`src/rtl/ysyx_22041461_pkg.sv`:
```
// Shared types and constants for the ysyx_22041461 EX/MEM boundary:
// datapath width, memory-op encodings, load classifier and slot-occupancy states.
package ysyx_22041461_pkg;

  localparam int XLEN = 64;
  localparam int OPW  = 4;

  localparam logic [OPW-1:0] MOP_NONE = 4'd0;
  localparam logic [OPW-1:0] MOP_LB   = 4'd1;
  localparam logic [OPW-1:0] MOP_LH   = 4'd2;
  localparam logic [OPW-1:0] MOP_LW   = 4'd3;
  localparam logic [OPW-1:0] MOP_LD   = 4'd4;
  localparam logic [OPW-1:0] MOP_LBU  = 4'd5;
  localparam logic [OPW-1:0] MOP_LHU  = 4'd6;
  localparam logic [OPW-1:0] MOP_LWU  = 4'd7;
  localparam logic [OPW-1:0] MOP_SB   = 4'd8;
  localparam logic [OPW-1:0] MOP_SH   = 4'd9;
  localparam logic [OPW-1:0] MOP_SW   = 4'd10;
  localparam logic [OPW-1:0] MOP_SD   = 4'd11;

  typedef enum logic [1:0] {
    EMPTY = 2'd0,
    ONE   = 2'd1,
    TWO   = 2'd2
  } occ_t;

  function automatic logic is_load(input logic [OPW-1:0] op);
    return (op == MOP_LB) || (op == MOP_LH) || (op == MOP_LW) || (op == MOP_LD) ||
           (op == MOP_LBU) || (op == MOP_LHU) || (op == MOP_LWU);
  endfunction

endpackage

```
`src/rtl/ysyx_22041461_pipe_slot.sv`:
```
// One payload+valid register of the EX/MEM skid buffer.
// clear wins over load; rst zeroes both valid and payload.
module ysyx_22041461_pipe_slot #(
  parameter int W = 1
) (
  input  logic         clk,
  input  logic         rst,
  input  logic         load,
  input  logic         clear,
  input  logic [W-1:0] d,
  output logic         valid,
  output logic [W-1:0] q
);

  logic         valid_d, valid_q;
  logic [W-1:0] data_d, data_q;

  always_comb begin
    valid_d = valid_q;
    data_d  = data_q;
    if (clear) begin
      valid_d = 1'b0;
    end else if (load) begin
      valid_d = 1'b1;
      data_d  = d;
    end
  end

  always_ff @(posedge clk) begin
    if (rst) begin
      valid_q <= 1'b0;
      data_q  <= '0;
    end else begin
      valid_q <= valid_d;
      data_q  <= data_d;
    end
  end

  assign valid = valid_q;
  assign q     = data_q;

endmodule

```
`src/rtl/ysyx_22041461_ex_mem_reg.sv`:
```
// EX/MEM two-slot skid buffer; ex_ready comes straight from the skid valid flop.
// Define YSYX_22041461_EXMEM_FWD_EN to expose both held slots to the ID bypass network.
module ysyx_22041461_ex_mem_reg
  import ysyx_22041461_pkg::*;
#(
  parameter int XLEN = ysyx_22041461_pkg::XLEN,
  parameter int OPW  = ysyx_22041461_pkg::OPW
) (
  input  logic            clk,
  input  logic            rst,
  input  logic            flush,
  input  logic            ex_valid,
  output logic            ex_ready,
  input  logic [XLEN-1:0] ex_pc,
  input  logic [XLEN-1:0] ex_alu_out,
  input  logic [XLEN-1:0] ex_store_data,
  input  logic [4:0]      ex_rd,
  input  logic            ex_wen,
  input  logic [OPW-1:0]  ex_mem_op,
  output logic            mem_valid,
  input  logic            mem_ready,
  output logic [XLEN-1:0] mem_pc,
  output logic [XLEN-1:0] mem_alu_out,
  output logic [XLEN-1:0] mem_store_data,
  output logic [4:0]      mem_rd,
  output logic            mem_wen,
  output logic [OPW-1:0]  mem_op
`ifdef YSYX_22041461_EXMEM_FWD_EN
  ,
  output logic            fwd0_valid,
  output logic [4:0]      fwd0_rd,
  output logic [XLEN-1:0] fwd0_data,
  output logic            fwd1_valid,
  output logic [4:0]      fwd1_rd,
  output logic [XLEN-1:0] fwd1_data
`endif
);

  localparam int PW = 3 * XLEN + 5 + 1 + OPW;

  occ_t          state_d, state_q;
  logic          ex_fire, mem_fire;
  logic          main_load, main_clear, main_sel_skid;
  logic          skid_load, skid_clear;
  logic          main_valid, skid_valid;
  logic [PW-1:0] ex_bus, main_in, main_q, skid_q;

  assign ex_bus   = {ex_pc, ex_alu_out, ex_store_data, ex_rd, ex_wen, ex_mem_op};
  assign ex_ready = ~skid_valid;
  assign ex_fire  = ex_valid & ex_ready;
  assign mem_fire = main_valid & mem_ready;
  assign main_in  = main_sel_skid ? skid_q : ex_bus;

  // Flush overrides any handshake in the same cycle; main always holds the older entry.
  always_comb begin
    state_d       = state_q;
    main_load     = 1'b0;
    main_clear    = 1'b0;
    main_sel_skid = 1'b0;
    skid_load     = 1'b0;
    skid_clear    = 1'b0;
    if (flush) begin
      state_d    = EMPTY;
      main_clear = 1'b1;
      skid_clear = 1'b1;
    end else begin
      case (state_q)
        EMPTY: begin
          if (ex_fire) begin
            state_d   = ONE;
            main_load = 1'b1;
          end
        end
        ONE: begin
          if (ex_fire && mem_fire) begin
            main_load = 1'b1;
          end else if (mem_fire) begin
            state_d    = EMPTY;
            main_clear = 1'b1;
          end else if (ex_fire) begin
            state_d   = TWO;
            skid_load = 1'b1;
          end
        end
        TWO: begin
          if (mem_fire) begin
            state_d       = ONE;
            main_load     = 1'b1;
            main_sel_skid = 1'b1;
            skid_clear    = 1'b1;
          end
        end
        default: state_d = EMPTY;
      endcase
    end
  end

  always_ff @(posedge clk) begin
    if (rst) state_q <= EMPTY;
    else     state_q <= state_d;
  end

  ysyx_22041461_pipe_slot #(.W(PW)) u_main (
    .clk   (clk),
    .rst   (rst),
    .load  (main_load),
    .clear (main_clear),
    .d     (main_in),
    .valid (main_valid),
    .q     (main_q)
  );

  ysyx_22041461_pipe_slot #(.W(PW)) u_skid (
    .clk   (clk),
    .rst   (rst),
    .load  (skid_load),
    .clear (skid_clear),
    .d     (ex_bus),
    .valid (skid_valid),
    .q     (skid_q)
  );

  assign mem_valid = main_valid;
  assign {mem_pc, mem_alu_out, mem_store_data, mem_rd, mem_wen, mem_op} = main_q;

`ifdef YSYX_22041461_EXMEM_FWD_EN
  logic [XLEN-1:0] skid_pc, skid_alu_out, skid_store_data;
  logic [4:0]      skid_rd;
  logic            skid_wen;
  logic [OPW-1:0]  skid_op;

  assign {skid_pc, skid_alu_out, skid_store_data, skid_rd, skid_wen, skid_op} = skid_q;

  // Loads are excluded: their alu_out is an address, not the value rd will receive.
  assign fwd0_valid = main_valid & mem_wen & (mem_rd != 5'd0) & ~is_load(mem_op);
  assign fwd0_rd    = mem_rd;
  assign fwd0_data  = mem_alu_out;
  assign fwd1_valid = skid_valid & skid_wen & (skid_rd != 5'd0) & ~is_load(skid_op);
  assign fwd1_rd    = skid_rd;
  assign fwd1_data  = skid_alu_out;
`endif

endmodule

```
`config.mk`:
```
export PLATFORM = sky130hd
export DESIGN_NAME = ysyx_22041461_ex_mem_reg
export DESIGN_NICKNAME = d
export VERILOG_FILES = /design/src/rtl/ysyx_22041461_pkg.sv /design/src/rtl/ysyx_22041461_pipe_slot.sv /design/src/rtl/ysyx_22041461_ex_mem_reg.sv
export SDC_FILE = /design/constraint.sdc
export NUM_CORES = 1
export LEC_CHECK = 0
export BUFFER_PORTS_ARGS = -buffer_cell sky130_fd_sc_hd__buf_2
export CORE_UTILIZATION = 57
export DETAILED_ROUTE_END_ITERATION = 10
export PLACE_DENSITY = 0.95
export SLEW_MARGIN = 10
export SYNTH_ARGS = -nofsm -noshare
export SYNTH_HDL_FRONTEND = slang
export SYNTH_SLANG_ARGS = --single-unit
```
`constraint.sdc`:
```
create_clock -name clk -period 5.47 [get_ports clk]
set_input_delay 0.8205 -clock clk [delete_from_list [all_inputs] [get_ports clk]]
set_output_delay 0.8205 -clock clk [all_outputs]
set_load 0.01 [all_outputs]
```
* Word level (Yosys, flattened, before mapping)
Cells that the tools add are included. W data, S select, Z words.
Storage, ports and cells: output and inout bits 204, flip-flop bits (word level) 408, word-level logic and storage cells 46
Cells by class: reductions and logical operators 8, bitwise gates (word level) 5, multiplexer cells 22, equality and inequality tests 6
Operators with widths (number):
- $mux W202 | 1
- $mux W1 | 14
- $mux W2 | 5
- $ne A2 B2 Y1 const B | 3
- $pmux W2 S3 | 1
- $reduce_or A2 Y1 | 3
- $reduce_and A2 Y1 | 2
- $reduce_and A4 Y1 | 1
- $ne A3 B3 Y1 const B | 1
- $not A1 Y1 | 3
- $pmux W1 S3 | 1
- $and A1 B1 Y1 | 2
- $eq A2 B1 Y1 const B | 1
- $eq A2 B2 Y1 const B | 1
- $logic_not A2 Y1 | 1
- $logic_and A1 B1 Y1 | 1

* Logic depth before layout (Yosys ltp)
Gate-level depths: netlist (run 1).
depth after elaboration 8, depth in mapped cells 8, mapped depth without buffers 4

* By module
Synthesis (run 1) repeated with hierarchy kept, for this count alone.
Unflattened totals: cells, all modules 2094, area total of the unflattened synthesis 21458.1 µm²
Modules (own cells, without submodules):
- ysyx_22041461_pipe_slot | cells each 923, area each 9097.5 µm², instances 2, seq. area each 4063.9 µm²
- ysyx_22041461_ex_mem_reg | cells each 248, area each 3263.1 µm², instances 1, seq. area each 40.0 µm²

* Worst setup path after synthesis (run 1)
OpenSTA, ideal clock, no wires.
path kind input port to flip-flop, start input flush, end register u_main.data_q[100] (netlist: u_main.q[100]), arrival 2170 ps, stages on the path 7, setup slack 3153 ps, setup time 147 ps, cell sequence buf_2 -> or4b_1 -> o22ai_1 -> buf_4 -> buf_2 -> buf_4 -> a311oi_2
On the way: longest elaborated chain between the ends 3, elaborated cells on any way between the ends 6, those cells by class 4 x mux; 1 x bitwise; 1 x reduce/logical
Ends and longest elaborated chain:
- start: declaration | RTL line ysyx_22041461_ex_mem_reg.sv:11 | input logic flush,
- $mux W1 | RTL line ysyx_22041461_ex_mem_reg.sv:62 | if (flush) begin
- $not A1 Y1 (no line)
- $reduce_and A2 Y1 (no line)
- end signal: assignment | RTL line ysyx_22041461_pipe_slot.sv:35 | data_q <= data_d;
- end: declaration | RTL line ysyx_22041461_pipe_slot.sv:16 | logic [W-1:0] data_d, data_q;
Several ways; a longest one is shown, not always the timed one. A chain may end at the register's enable or synchronous reset.

* Worst setup path after layout (run 1)
start input flush, end register u_skid.data_q[9] (netlist: u_skid.q[9])
On the way: longest elaborated chain between the ends 3, elaborated cells on any way between the ends 4, those cells by class 2 x mux; 1 x bitwise; 1 x reduce/logical
Ends and longest elaborated chain (RTL line):
- $mux W1 | ysyx_22041461_ex_mem_reg.sv:62
- $not A1 Y1 (no line)
- $reduce_and A2 Y1 (no line) *
- end signal: assignment | ysyx_22041461_pipe_slot.sv:35
- end: declaration | ysyx_22041461_pipe_slot.sv:16
Mark *: on every way between the ends. The rest lies on a longest branch, timed or not.

==> results of run 1 <==
[worst paths after layout]
path	from	endpoint	slack [ns]	cells after the start
setup / recovery	flush	u_skid.q[9]	2.59	6
hold / removal	u_skid.q[196]	u_skid.q[196]	0.45	2
setup reg to reg	state_q[1]	u_skid.q[9]	2.63	5
hold reg to reg	u_skid.q[196]	u_skid.q[196]	0.45	2
[worst max-delay path: cells and delay by family]
kind | cells | cell delay (ns)
and+or+nand+nor | 3 | 1.54
buffers and inverters | 2 | 0.72
AOI/OAI and AO/OA | 1 | 0.20
[Yosys cell counts]
cell,instances,area (um^2)
sky130_fd_sc_hd__a21oi_1,203,1020
sky130_fd_sc_hd__o22a_1,1,8.76
sky130_fd_sc_hd__or2_2,1,6.26
sky130_fd_sc_hd__inv_1,1,3.75
sky130_fd_sc_hd__a31oi_1,1,6.26
sky130_fd_sc_hd__a311oi_2,110,1650
sky130_fd_sc_hd__a21boi_1,1,7.51
sky130_fd_sc_hd__a311oi_1,93,815
sky130_fd_sc_hd__nor2_1,203,762
sky130_fd_sc_hd__nand4b_1,1,8.76
sky130_fd_sc_hd__buf_4,13,97.6
sky130_fd_sc_hd__and2_1,2,12.5
sky130_fd_sc_hd__mux2i_1,1,10.0
sky130_fd_sc_hd__nand2_1,810,3040
sky130_fd_sc_hd__o21a_1,2,15.0
sky130_fd_sc_hd__buf_6,15,169
sky130_fd_sc_hd__buf_8,1,15.0
sky130_fd_sc_hd__o22ai_1,1,6.26
sky130_fd_sc_hd__dfxtp_1,408,8170
sky130_fd_sc_hd__nor4b_1,1,8.76
sky130_fd_sc_hd__nor4_1,1,6.26
sky130_fd_sc_hd__nand2b_1,1,6.26
sky130_fd_sc_hd__mux2_2,1,11.3
sky130_fd_sc_hd__nor3_1,2,10.0
sky130_fd_sc_hd__or4b_1,1,10.0
sky130_fd_sc_hd__nor2b_1,2,12.5
sky130_fd_sc_hd__clkbuf_1,111,417
sky130_fd_sc_hd__o21ai_0,1,5.00
sky130_fd_sc_hd__buf_2,41,205
[registers in the layout, summed over array words and instances, names as in the netlist]
| signal | cells |
|---|---|
| u_main.q | 202 |
| state_q | 2 |
| u_skid.valid | 1 |
| u_main.valid | 1 |
| u_skid.q | 202 |
[power groups by stage]
stage                     sequential (mW)  clock (mW)  combinational, mW
after floorplan                      3.28           0              0.375
final                                3.18        2.92              0.707
after detailed placement             3.24           0              0.692
after global routing                 3.19        3.07              0.768
after CTS                            3.17        2.95              0.702
after global placement               3.23           0              0.662
[kinds of logic after synthesis]
kind of cell	after synthesis
muxes	2
DFF	408
and+or+nand+nor	1025
AOI/OAI and AO/OA	413
buffers and inverters	182
[through the flow]
stage	instance area, um^2	hold slack (ns)
after CTS	19800	0.455
after floorplan	16500	0.437
final	19800	0.454
after global placement	18400	0.441
after global routing	19800	0.470
after detailed placement	18400	0.447
[layout make-up]
cell class | count | area (um^2)
repair buffers | 427 | 2260
multi-input cells | 1440 | 7470
diodes | 14 | 35.0
well taps | 378 | 473
flip-flops and latches | 408 | 8170
fillers | 2009 | 8330
clock buffers | 63 | 1260
clock inverters | 14 | 159
inverters | 1 | 3.75
[metal layers]
| layer | track usage | part of all wire | vias up |
|---|---|---|---|
| met5 | 0 | 0 | - |
| met4 | 0.168 | 0.049 | 0 |
| met3 | 0.0799 | 0.091 | 188 |
| met2 | 0.521 | 0.49 | 831 |
| met1 | 0.331 | 0.37 | 7517 |
| li1 | - | - | 7427 |
==> metrics.sh, run 1 <==
TOTAL_LEAKAGE_POWER_nW=7.88
POST-CTS-SETUP-BUFFER-COUNT=0
FINALSETUPVIOLCOUNT=0
FIN_NETS=2527
HOLD_PATH_CLASS='register to register'
TIMING.CRITICAL_PATH.FANOUT_MAX=70
CLOCK_SKEW_NS=0.0184
TIMING.FINAL.CRIT_SHARE=0.526
GRT_MAX_DEGREE=177
HTREE_LEVELS=2
FINALWORSTSETUPSLACK_NS=2.59
ROW_COUNT=61
CTS.PATH.MAX_BUFFERS=3
WORST_IR_DROP_VDD_V=0.000306
NUMBER_OF_WARNINGS_ISSUED_BY_YOSYS=0
INTPOWER_mW=5.13
FLIP_FLOP_AND_LATCH_COUNT_AFTER_SYNTHESIS=408
POWER.SWITCHING_FRACTION=0.246
CP_SLOWEST_STAGE_DELAY_NS=0.83
PWR-SHARE-SEQ=0.467
DRIVE_GT1_FRAC=0.259
SYNTHESIS.AREA_PER_INSTANCE_UM2=8.13
VIAS=16000
GRT.TOTAL_USAGE=0.300
CRIT_PATH_CELL_TRACE='buf_2 > nor4b_1 > and2_4 > buf_4 > nand2_1 > a21oi_1'
RSZ0062_AT_GRT='no'
REMAINING_DRC_ERRORS=0
WORST_PIN_SLEW_NS=1.14
WL_MM=47.3
POWERDENSITY_nW_PER_UM2=343
SYNTH-XOR-AREA-SHARE=0
DRT_ITER0_MARKERS=1757
ANTENNA_LEFT=0
FINALWEIGHTEDCONGESTION=0.844
MAXCAPVIOLATIONS=0
CLKLATENCYLATEPIN_NS=0.53
NUMCTSBUFFERS=42
PRE_CTS_WS_NS=2.12
GRT_PASS1_WL_MM=72.3
MAXCLOCKFREQUENCY_GHz=0.348
SYN_TO_FINAL_GROWTH_PCT=20.1
AVGROUTEDWIREPERCELL_UM=17.2
CRITICAL_PATH_CLASS='primary input to register'
PRE_REPAIR_DR_ITERATION_COUNT=6
LAYOUT.CELLS.MOST_COMMON_LIST='sky130_fd_sc_hd__nand2_1 (809), sky130_fd_sc_hd__buf_2 (409), sky130_fd_sc_hd__dfxtp_1 (408)'
POST_CTS_HOLD_BUFFER_COUNT=0
CLOCK-ROOT-BUFFER='sky130_fd_sc_hd__clkbuf_16'
SYNTH_SEQUENTIAL_AREA_RATIO=0.495
ARRIVAL_TIME_OF_DATA_AT_THE_CRITICAL_PATH_ENDPOINT_NS=3.31
NUMCLOCKSINKS=408
PORTBUFFERS=410
SLOWEST_STAGE='sky130_fd_sc_hd__and2_4'
ANTENNA_VIOLATIONS_BEFORE_REPAIR=10
POWER_FRAC_COMB=0.104
FLOORPLAN.DIE.HEIGHT_UM=172
FIN_TNS_SETUP_NS=0
NETLIST_AREA_UM2=16500
ROUTED_VIA_DENSITY=5.82
YOSYS.CELL_TYPES.COUNT=29
POSTLAYOUTCOREUTIL=0.704
CRITPATHLAUNCHTYPE='primary input'
CP.REQUIRED_NS=5.90
SYNTH_COMPOUND_AREA_FRAC=0.214
MAXSLEWVIOLCOUNT=0
FIRST_GLOBAL_VIAS=15000
FLOORPLAN.CORE_AREA_UM2=28200
LAYOUT.CELLS.MOST_COMMON='sky130_fd_sc_hd__nand2_1'
FINALNONFILLERCELLS=2745
SYNTH_SIMPLE_GATE_AREA_FRAC=0.235
DETAILED_PLACE_HPWL_MM=28.6
CTS_REPAIR_RESIZE_COUNT=0
COMBINATIONAL_FAMILY_WITH_THE_MOST_AREA_AFTER_SYNTHESIS='simple AND/OR/NAND/NOR gates'
RUN_STATUS='finished clean'
TIMING.MAX_SLEW.REL_SLACK=0.240
CTS_TREE='done'
POST_SYNTH_MUX_AREA_SHARE=0.00129
OVERFLOW=0
DIE_W_UM=172
DPL.CELL_COUNT=2654
IO-PIN-COUNT=411
REPORT.FINAL.HOLD_VIOL_COUNT=0
SYN_NETS=2237
CLK_PIN_SLEW_NS=0.06
LAYOUT_MIN_CYCLE_TIME_NS=2.88
SYNTH-ADDER-AREA-SHARE=0
DIE_AREA_UM2=29700
STARTING_UTILIZATION_OF_THE_CORE_AREA=0.586
P_CLK_FRAC=0.429
KIND_OF_END_POINT_OF_THE_CRITICAL_PATH='register'
TOTAL_SWITCHING_POWER_mW=1.67
POST_SYNTH_INST_COUNT=2030
P_TOTAL_mW=6.80
No activity file was read; power rests on OpenSTA's default activity.
==> run 2: changes to the inputs <==
--- a/config.mk
+++ b/config.mk
@@ -5,10 +5,11 @@
 export SDC_FILE = /design/constraint.sdc
 export NUM_CORES = 1
 export LEC_CHECK = 0
+export ABC_AREA = 1
 export BUFFER_PORTS_ARGS = -buffer_cell sky130_fd_sc_hd__buf_2
-export CORE_UTILIZATION = 57
+export CORE_UTILIZATION = 54
 export DETAILED_ROUTE_END_ITERATION = 10
-export PLACE_DENSITY = 0.95
+export PLACE_DENSITY = 0.9
 export SLEW_MARGIN = 10
 export SYNTH_ARGS = -nofsm -noshare
 export SYNTH_HDL_FRONTEND = slang
==> constraint.sdc (replaced) <==
create_clock -name clk -period 2.75 [get_ports clk]
set_input_delay 0.4125 -clock clk [delete_from_list [all_inputs] [get_ports clk]]
set_output_delay 0.4125 -clock clk [all_outputs]
set_load 0.01 [all_outputs]
==> metrics.sh, run 2 <==
RUN_STATUS='finished clean'
EDFF_COUNT_SYNTH=0  # unchanged
ANTENNA_LEFT=0  # unchanged
DIE_W_UM=185  # +7.2%
SYNTH_ASYNC_SR_FLOP_SHARE=0  # unchanged
MAXCAPVIOLATIONS=0  # unchanged
POST-CTS-SETUP-BUFFER-COUNT=0  # unchanged
FIN_TNS_SETUP_NS=0  # unchanged
ROUTED_VIA_DENSITY=5.15  # -11%
COMMONEST_CELLS_POST_SYNTH='sky130_fd_sc_hd__nand2_1 (783), sky130_fd_sc_hd__nor2_1 (744), sky130_fd_sc_hd__dfxtp_1 (408), sky130_fd_sc_hd__inv_1 (242), sky130_fd_sc_hd__o21ai_0 (237)'
NUMCLOCKSINKS=408  # unchanged
POST_SYNTH_INST_COUNT=2826  # +39%
LAYOUT.CELLS.MOST_COMMON_LIST='sky130_fd_sc_hd__nand2_1 (782), sky130_fd_sc_hd__nor2_1 (744), sky130_fd_sc_hd__buf_2 (410)'
FLOORPLAN.CORE_AREA_UM2=32700  # +16%
DPL.CELL_COUNT=3514  # +32%
DRIVE_GT1_FRAC=0.167  # -0.0919
LAYOUT.CELLS.MOST_COMMON='sky130_fd_sc_hd__nand2_1'
FINALNONFILLERCELLS=3601  # +31%
CLKLATENCYLATEPIN_NS=0.53  # about the same
FLOORPLAN.DIE.HEIGHT_UM=185  # +7.2%
PRE_CTS_WS_NS=0.621  # -1.50 ns
SYN_TO_FINAL_GROWTH_PCT=20.7
CLOCK_SKEW_NS=0.0128  # -0.00563 ns
FINALWEIGHTEDCONGESTION=0.854  # +1.2%
P_TOTAL_mW=14.0  # +110%
CLK_PIN_SLEW_NS=0.06  # about the same
CTS_TREE='done'
CP.REQUIRED_NS=3.18  # -2.72 ns
MAXCLOCKFREQUENCY_GHz=0.499
WL_MM=50.4  # +6.6%
SYNTH_SEQUENTIAL_AREA_RATIO=0.454  # -0.0409
PRE_REPAIR_DR_ITERATION_COUNT=5  # -1
GRT.TOTAL_USAGE=0.287  # -0.0124
GRT_MAX_DEGREE=139  # -21%
SYNTHESIS.AREA_PER_INSTANCE_UM2=6.37  # -22%
NUMCTSBUFFERS=43  # +2.4%
IO-PIN-COUNT=411  # unchanged
CTS_REPAIR_RESIZE_COUNT=0  # unchanged
NUMBER_OF_WARNINGS_ISSUED_BY_YOSYS=0  # unchanged
DRT_ITER0_MARKERS=1335  # -24%
LAYOUT_MIN_CYCLE_TIME_NS=2.00
CTS.PATH.MAX_BUFFERS=3  # unchanged
KIND_OF_END_POINT_OF_THE_CRITICAL_PATH='register'
CLOCK-ROOT-BUFFER='sky130_fd_sc_hd__clkbuf_16'
PORTBUFFERS=410  # unchanged
CRITPATHLAUNCHTYPE='register'
YOSYS.CELL_TYPES.COUNT=19  # -34%
ARRIVAL_TIME_OF_DATA_AT_THE_CRITICAL_PATH_ENDPOINT_NS=2.43  # -0.88 ns
GRT_PASS1_WL_MM=81.0  # +12%
TIMING.CRITICAL_PATH.FANOUT_MAX=57  # -19%
VIAS=18500  # +16%
FIN_NETS=3324  # +32%
HTREE_LEVELS=2  # unchanged
REMAINING_DRC_ERRORS=0  # unchanged
YOSYSTOPAREACELL='sky130_fd_sc_hd__dfxtp_1'
STARTING_UTILIZATION_OF_THE_CORE_AREA=0.550  # -0.0359
WORST_PIN_SLEW_NS=0.820  # -0.321 ns
OVERFLOW=0  # unchanged
SYNTH.TOP_CELLS.BY_AREA='sky130_fd_sc_hd__dfxtp_1 (45%), sky130_fd_sc_hd__nand2_1 (16%), sky130_fd_sc_hd__nor2_1 (16%)'
TOTAL_LEAKAGE_POWER_nW=11.3  # +44%
YOSYS.CELL_COUNT.TOP_TYPE='sky130_fd_sc_hd__nand2_1'
HOLD_PATH_CLASS='primary input to register'
POST_CTS_HOLD_BUFFER_COUNT=0  # unchanged
RSZ0062_AT_GRT='no'
NETLIST_AREA_UM2=18000  # +9.0%
DETAILED_PLACE_HPWL_MM=32.0  # +12%
FINALWORSTSETUPSLACK_NS=0.745  # -1.85 ns
TIMING.FINAL.CRIT_SHARE=0.729
ANTENNA_VIOLATIONS_BEFORE_REPAIR=15  # +5
POWERDENSITY_nW_PER_UM2=647  # +89%
MAXSLEWVIOLCOUNT=0  # unchanged
SYNTH_FF_TYPE='sky130_fd_sc_hd__dfxtp_1'
POST_SYNTH_TOP_AREA_SHARE=0.454  # -0.0409
DIE_AREA_UM2=34100  # +15%
FINALSETUPVIOLCOUNT=0  # unchanged
TIMING.MAX_SLEW.REL_SLACK=0.454  # +0.214
CRITICAL_PATH_CLASS='register to register'
SYN_NETS=3033  # +36%
POSTLAYOUTCOREUTIL=0.664  # -0.0401
ROW_COUNT=66  # +8.2%
FIRST_GLOBAL_VIAS=17500  # +16%
WORST_IR_DROP_VDD_V=0.000483  # +58%
FLIP_FLOP_AND_LATCH_COUNT_AFTER_SYNTHESIS=408  # unchanged
AVGROUTEDWIREPERCELL_UM=14.0  # -19%
REPORT.FINAL.HOLD_VIOL_COUNT=0  # unchanged
## run 2: changes by cell type in the layout (fill, tap and decap cells not counted), moves of 4 or more
cell                       change
sky130_fd_sc_hd__inv_6         +4
sky130_fd_sc_hd__a311oi_2    -110
sky130_fd_sc_hd__diode_2       -7
sky130_fd_sc_hd__nand2_1      -27
sky130_fd_sc_hd__o21ai_0     +236
sky130_fd_sc_hd__nor2_1      +542
sky130_fd_sc_hd__nand3_1     +169
sky130_fd_sc_hd__a21oi_1     -165
sky130_fd_sc_hd__buf_12       +11
sky130_fd_sc_hd__inv_1       +241
sky130_fd_sc_hd__clkbuf_1      -6
sky130_fd_sc_hd__clkbuf_8      +8
sky130_fd_sc_hd__a311oi_1     -93
## run 2: path summary, 6_finish.rpt
check / startpoint / endpoint / slack (ns) / cells after the start
worst max register to register: u_skid.valid / u_main.q[26] / 0.75 / 10
worst min-delay path: ex_rd[1] / u_skid.q[6] / 0.14 / 3
worst max-delay path: u_skid.valid / u_main.q[26] / 0.75 / 10
worst min register to register: u_skid.q[191] / u_skid.q[191] / 0.44 / 2
## run 2: kinds of logic after synthesis
logic type | share of synthesized area
and+or+nand+nor | 0.369
buffers and inverters | 0.101
DFF | 0.454
AOI/OAI and AO/OA | 0.0769
## run 2: metal layers
layer / share of wire / up-vias / track usage
li1: - / 9147 / -
met1: 0.38 / 8324 / 0.332
met2: 0.47 / 856 / 0.481
met3: 0.092 / 203 / 0.0711
met4: 0.049 / 14 / 0.169
met5: 0.0020 / - / 0
## run 2: area by class of cell
type                            instances  area, um^2
Clock inverter                         16         176
Fill cell                            2676       11000
Antenna cell                            7        17.5
Inverter                              246         941
Sequential cell                       408        8170
Clock buffer                           64        1330
Timing Repair Buffer                  440        2490
Tap cell                              442         553
Multi-Input combinational cell       1978        8050
## run 2: metrics by stage
step                hold WS (ns)  cell area, um^2
finish                     0.142            21700
global route               0.151            21700
CTS                        0.132            21700
detailed placement         0.439            20200
global placement           0.431            20200
floorplan                  0.425            18000
## run 2: worst max-delay path, cell delays in order, from the launching register on
cell and delay [ns]:
sky130_fd_sc_hd__dfxtp_1 0.31, sky130_fd_sc_hd__inv_1 0.07, sky130_fd_sc_hd__nand2_1 0.15, sky130_fd_sc_hd__nor2_1 0.08, sky130_fd_sc_hd__nor2_2 0.11, sky130_fd_sc_hd__nand2_1 0.15
sky130_fd_sc_hd__nand2_8 0.39, sky130_fd_sc_hd__buf_4 0.40, sky130_fd_sc_hd__nand2_1 0.11, sky130_fd_sc_hd__nand2_1 0.08, sky130_fd_sc_hd__nor2_1 0.04
## run 2: where the power goes
part | total (mW) | switching, mW | internal, mW
clock network | 6.04 | 2.41 | 3.63
logic | 1.64 | 1.02 | 0.615
registers | 6.37 | 0.167 | 6.21
